`config.mk`:
```
export PLATFORM = sky130hd
export DESIGN_NAME = id_scoreboard
export DESIGN_NICKNAME = d
export VERILOG_FILES = /design/src/rtl/id_scoreboard.sv
export SDC_FILE = /design/constraint.sdc
export NUM_CORES = 1
export LEC_CHECK = 0
export BUFFER_PORTS_ARGS = -buffer_cell sky130_fd_sc_hd__clkbuf_2
export CAP_MARGIN = 25
export CORE_ASPECT_RATIO = 1.4
export CORE_MARGIN = 5
export CORE_UTILIZATION = 50
export DETAILED_ROUTE_END_ITERATION = 16
export PLACE_DENSITY = 0.78
export SYNTH_ARGS = -nofsm -noshare
export SYNTH_HDL_FRONTEND = slang
export SYNTH_SLANG_ARGS = --single-unit
```
`constraint.sdc`:
```
create_clock -name clk -period 11.6 [get_ports clk]
set_clock_uncertainty 0.05 [all_clocks]
set_input_delay 1.16 -clock clk [delete_from_list [all_inputs] [get_ports clk]]
set_output_delay 1.16 -clock clk [all_outputs]
set_load 0.05 [all_outputs]
```
`src/rtl/id_scoreboard.sv`:
```
// id_scoreboard: register-hazard scoreboard and issue controller for the decode
// stage of the 5-stage RV32I pipeline. Counts in-flight writes per architectural
// register, gates issue on source/destination hazards and sequences drains.
//
// Ports:
//   clk, rst                 core clock, asynchronous active-high reset
//   issue_valid              decode has an instruction to issue
//   issue_ready              issue permitted this cycle (combinational)
//   rs1/rs1_used, rs2/rs2_used  source registers and their use flags
//   rd/rd_wen                destination register and write enable
//   wb_en/wb_rd              writeback retirement of a pending write
//   kill_en/kill_rd          flushed in-flight writer dropped
//   drain_req                level request to quiesce, held until drain_done
//   drain_done               all counters zero while draining
//   pend_total               registered total of outstanding writes
//   err                      sticky retire/kill against a zero counter
module id_scoreboard #(
    parameter int unsigned MAX_PEND = 3,
    parameter int unsigned NREG     = 32
) (
    input  logic       clk,
    input  logic       rst,
    input  logic       issue_valid,
    output logic       issue_ready,
    input  logic [4:0] rs1,
    input  logic       rs1_used,
    input  logic [4:0] rs2,
    input  logic       rs2_used,
    input  logic [4:0] rd,
    input  logic       rd_wen,
    input  logic       wb_en,
    input  logic [4:0] wb_rd,
    input  logic       kill_en,
    input  logic [4:0] kill_rd,
    input  logic       drain_req,
    output logic       drain_done,
    output logic [7:0] pend_total,
    output logic       err
);

    localparam int unsigned CW  = $clog2(MAX_PEND + 1);
    localparam int unsigned CW1 = CW + 1;
    localparam int unsigned RW  = 5;

    typedef enum logic [1:0] {
        IDLE  = 2'd0,
        DRAIN = 2'd1,
        DONE  = 2'd2
    } state_t;

    state_t          state;
    state_t          state_nxt;

    logic [CW-1:0]   cnt     [NREG];
    logic [CW-1:0]   cnt_nxt [NREG];
    logic [CW1-1:0]  base;
    logic [CW1-1:0]  dec;
    logic            underflow;
    logic [7:0]      total_nxt;
    logic            all_zero_nxt;

    logic            wb_hit_rs1;
    logic            wb_hit_rs2;
    logic            rs1_blk;
    logic            rs2_blk;
    logic            rd_blk;
    logic            fire;

    // Source hazards: the regfile writes through, so a same-cycle retirement
    // removes one pending writer from the count seen by decode.
    assign wb_hit_rs1 = wb_en && (wb_rd == rs1);
    assign wb_hit_rs2 = wb_en && (wb_rd == rs2);
    assign rs1_blk = rs1_used && (rs1 != '0) && (cnt[rs1] > (wb_hit_rs1 ? CW'(1) : CW'(0)));
    assign rs2_blk = rs2_used && (rs2 != '0) && (cnt[rs2] > (wb_hit_rs2 ? CW'(1) : CW'(0)));

    // Destination counter full, unless a same-cycle retire or kill frees a slot.
    assign rd_blk = rd_wen && (rd != '0) && (cnt[rd] == CW'(MAX_PEND))
                    && !(wb_en && (wb_rd == rd)) && !(kill_en && (kill_rd == rd));

    assign issue_ready = !rs1_blk && !rs2_blk && !rd_blk && (state == IDLE) && !drain_req;
    assign fire        = issue_valid && issue_ready;
    assign drain_done  = (state == DONE);

    // Next counter values: +1 issue, -1 writeback, -1 kill, saturating at zero.
    always_comb begin
        cnt_nxt      = cnt;
        base         = '0;
        dec          = '0;
        underflow    = 1'b0;
        total_nxt    = '0;
        all_zero_nxt = 1'b1;
        for (int unsigned r = 1; r < NREG; r++) begin
            base = {1'b0, cnt[r]} + ((fire && rd_wen && (rd == RW'(r))) ? CW1'(1) : CW1'(0));
            dec  = CW1'(2'(wb_en && (wb_rd == RW'(r))) + 2'(kill_en && (kill_rd == RW'(r))));
            if (base < dec) begin
                underflow  = 1'b1;
                cnt_nxt[r] = '0;
            end else begin
                cnt_nxt[r] = CW'(base - dec);
            end
            total_nxt = total_nxt + 8'(cnt_nxt[r]);
            if (cnt_nxt[r] != '0) begin
                all_zero_nxt = 1'b0;
            end
        end
    end

    // Counter storage, total and sticky error; cnt[0] stays zero.
    always_ff @(posedge clk or posedge rst) begin
        if (rst) begin
            for (int unsigned r = 0; r < NREG; r++) begin
                cnt[r] <= '0;
            end
            pend_total <= '0;
            err        <= 1'b0;
        end else begin
            cnt        <= cnt_nxt;
            pend_total <= total_nxt;
            err        <= err | underflow;
        end
    end

    // Drain FSM state register.
    always_ff @(posedge clk or posedge rst) begin
        if (rst) begin
            state <= IDLE;
        end else begin
            state <= state_nxt;
        end
    end

    // Drain FSM next state: completion uses next-cycle counter values so
    // drain_done rises the cycle after the final retirement.
    always_comb begin
        state_nxt = state;
        case (state)
            IDLE: begin
                if (drain_req) begin
                    state_nxt = DRAIN;
                end
            end
            DRAIN: begin
                if (!drain_req) begin
                    state_nxt = IDLE;
                end else if (all_zero_nxt) begin
                    state_nxt = DONE;
                end
            end
            DONE: begin
                if (!drain_req) begin
                    state_nxt = IDLE;
                end
            end
            default: state_nxt = IDLE;
        endcase
    end

endmodule

```
==> flow_summary.json <==
{
  "crit_path_start_kind": "primary input",
  "syn-cell-area_mm2": 0.0101,
  "hold_buffers": 0,
  "clock_latency_ns": 0.35,
  "synth_cell_type_count": 59,
  "tightest_slew_ns": 0.867,
  "critical_path.startpoint": "rs2[0]",
  "initial_core_util_pct": 50.9,
  "hold_viol_final": 0,
  "period_needed_ns": 10.52,
  "postLayoutCellArea_mm2": 0.0108,
  "cts_buffer_depth": 2,
  "finalSetupTns_ns": 0,
  "portBuffers": 43,
  "dp.final_hpwl_um": 27700,
  "cp_max_fo": 21,
  "dr_total_vias": 8252,
  "core_area_mm2": 0.0198,
  "yosys_warnings": 0,
  "final_antenna_net_count": 0,
  "layout_commonest_cell": "inv_1",
  "grt_pass1_vias": 8660,
  "ys_seq_area_share_pct": 17.8,
  "gp_congestion": 1.05,
  "endpoint_kind": "flip-flop",
  "grt-ovfl-total": 0,
  "syn2layout_area_growth_pct": 7.32,
  "cts_tree": "done",
  "instances_no_fill": 1303,
  "antenna_cells": 0,
  "worstReg2RegEnd": "pend_total[5]",
  "layout_common_cells": "inv_1 (168), ha_1 (136), nor2_1 (106)",
  "slew_headroom_pct": 42.2,
  "dieHeight_um": 178,
  "drtPass1Iterations": 6,
  "post_drt_wl_per_cell_um": 25.7,
  "nets": 1305,
  "max_freq_mhz": 95.1,
  "dieArea_mm2": 0.0232,
  "max_stage_delay_ns": 0.56,
  "status": "finished, final reports clean",
  "cap_violations": 0,
  "wl_um": 33500,
  "synth-async-reset-ratio_pct": 100,
  "drv_slew": 0,
  "slowest_stage": "mux4_2",
  "reg2regPathDepth": 31,
  "ys.flop_type": "dfrtp_1",
  "final_layout_size_suffix_gt1_share_pct": 14.3,
  "whs_ns": 0.432,
  "postPlaceCellArea_mm2": 0.0106,
  "critPathKind": "in -> reg",
  "boundaryPins": 45,
  "fillCellCount": 1757,
  "synthCells": 1016,
  "setup_viol": 0,
  "required_ns": 11.81,
  "path_common_cell": "fa_1",
  "cts_buffers": 9,
  "grt_max_degree": 62,
  "drc": 0,
  "cts_sinks": 72,
  "ys_seq_elements": 72,
  "min_period_over_period_pct": 90.7,
  "dieWidth_um": 130,
  "antenna_found_initial": 0,
  "via_per_inst": 6.33,
  "syn_nets": 1274,
  "grt_first_pass_wirelength_um": 50800,
  "r2r_slack_ns": 1.93,
  "root_buffer": "clkbuf_16",
  "reg2reg_from": "cnt[4]",
  "cts-resized-gates": 0,
  "worstHoldStart": "state[1]",
  "rsz0062_at_grt": "no",
  "crit_arrival_ns": 10.73,
  "htreeDepth": 3,
  "dp_cells": 1287,
  "hold_class": "reg -> reg",
  "path_clk_slew_ns": 0.06,
  "synth_edf_count": 0,
  "syn_avg_cell_area_um2": 9.94,
  "row_count": 61,
  "crit_end": "pend_total[5]",
  "post-cts-setup-buffers": 0,
  "grt_usage_pct": 30.1,
  "drt-initial-drc-count": 798
}
-- cell type report --
class	count	area, um2	area share [%]
well taps	252	315	2.91
clock inverters	3	17.5	0.162
inverters	169	636	5.87
flip-flops and latches	72	1800	16.6
clock buffers	12	256	2.37
multi-input cells	732	7440	68.7
repair buffers	63	365	3.37
-- flip-flops by register name, indices dropped and copies added, names as in the netlist --
signal / cells
state: 2
pend_total: 7
err: 1
cnt: 62
-- synth_stat cells, drive strengths merged, types with 16 or more instances --
cell type,instances,area share [%]
a21oi,23,1.2
buf,24,1.5
clkbuf,19,0.71
dfrtp,72,18
fa,88,17
ha,136,17
inv,169,6.3
mux2i,27,2.7
mux4,35,8.0
nand2,26,0.97
nand3,21,1.0
nor2,106,3.9
nor2b,27,1.7
nor4,33,2.7
nor4b,16,2.3
xnor2,40,3.5
xor2,16,1.4
-- through the flow --
stage	setup slack, ns	util, %
2_1_floorplan	1.43	-
3_3_place_gp	0.832	53.2
3_5_place_dp	0.792	53.2
4_1_cts	1.15	54.6
5_1_grt	0.550	54.6
6_report	1.08	54.6
-- logic make-up after synthesis --
kind of cell / share of synthesized area (%)
buf+inv: 8.50
simple gates: 16.6
fa+ha+maj: 34.3
mux: 11.2
compound gates: 6.66
other cells: 0.0371
xor+xnor: 4.86
flops: 17.8
-- worst max-delay path: cells and delay by family --
| family | cells | cell delay, ns |
|---|---|---|
| and+or+nand+nor | 7 | 1.81 |
| buffers and inverters | 6 | 0.82 |
| xor gates and xnor gates | 1 | 0.14 |
| muxes | 3 | 1.22 |
| adders and majority gates | 12 | 4.86 |
| AOI/OAI and AO/OA | 3 | 0.70 |
-- how the worst min path moves through the flow --
stage	slack [ns]	endpoint	depth (start not counted)
floorplan	0.40	state[0]	1
global placement	0.41	state[0]	1
detailed placement	0.42	state[0]	1
CTS	0.43	state[0]	1
global route	0.45	state[0]	1
finish	0.43	state[0]	1
-- layer usage --
layer	routed length, um	vias up	global-route usage [%]
met5	0	-	0
met4	3620	0	25.4
met3	2890	192	5.06
met2	15500	503	48.3
met1	11400	4042	34.4
li1	-	3515	-
Power is left out: the tool's default activity adds up to more than one toggle a clock period on the data nets, which glitch-free logic cannot reach.
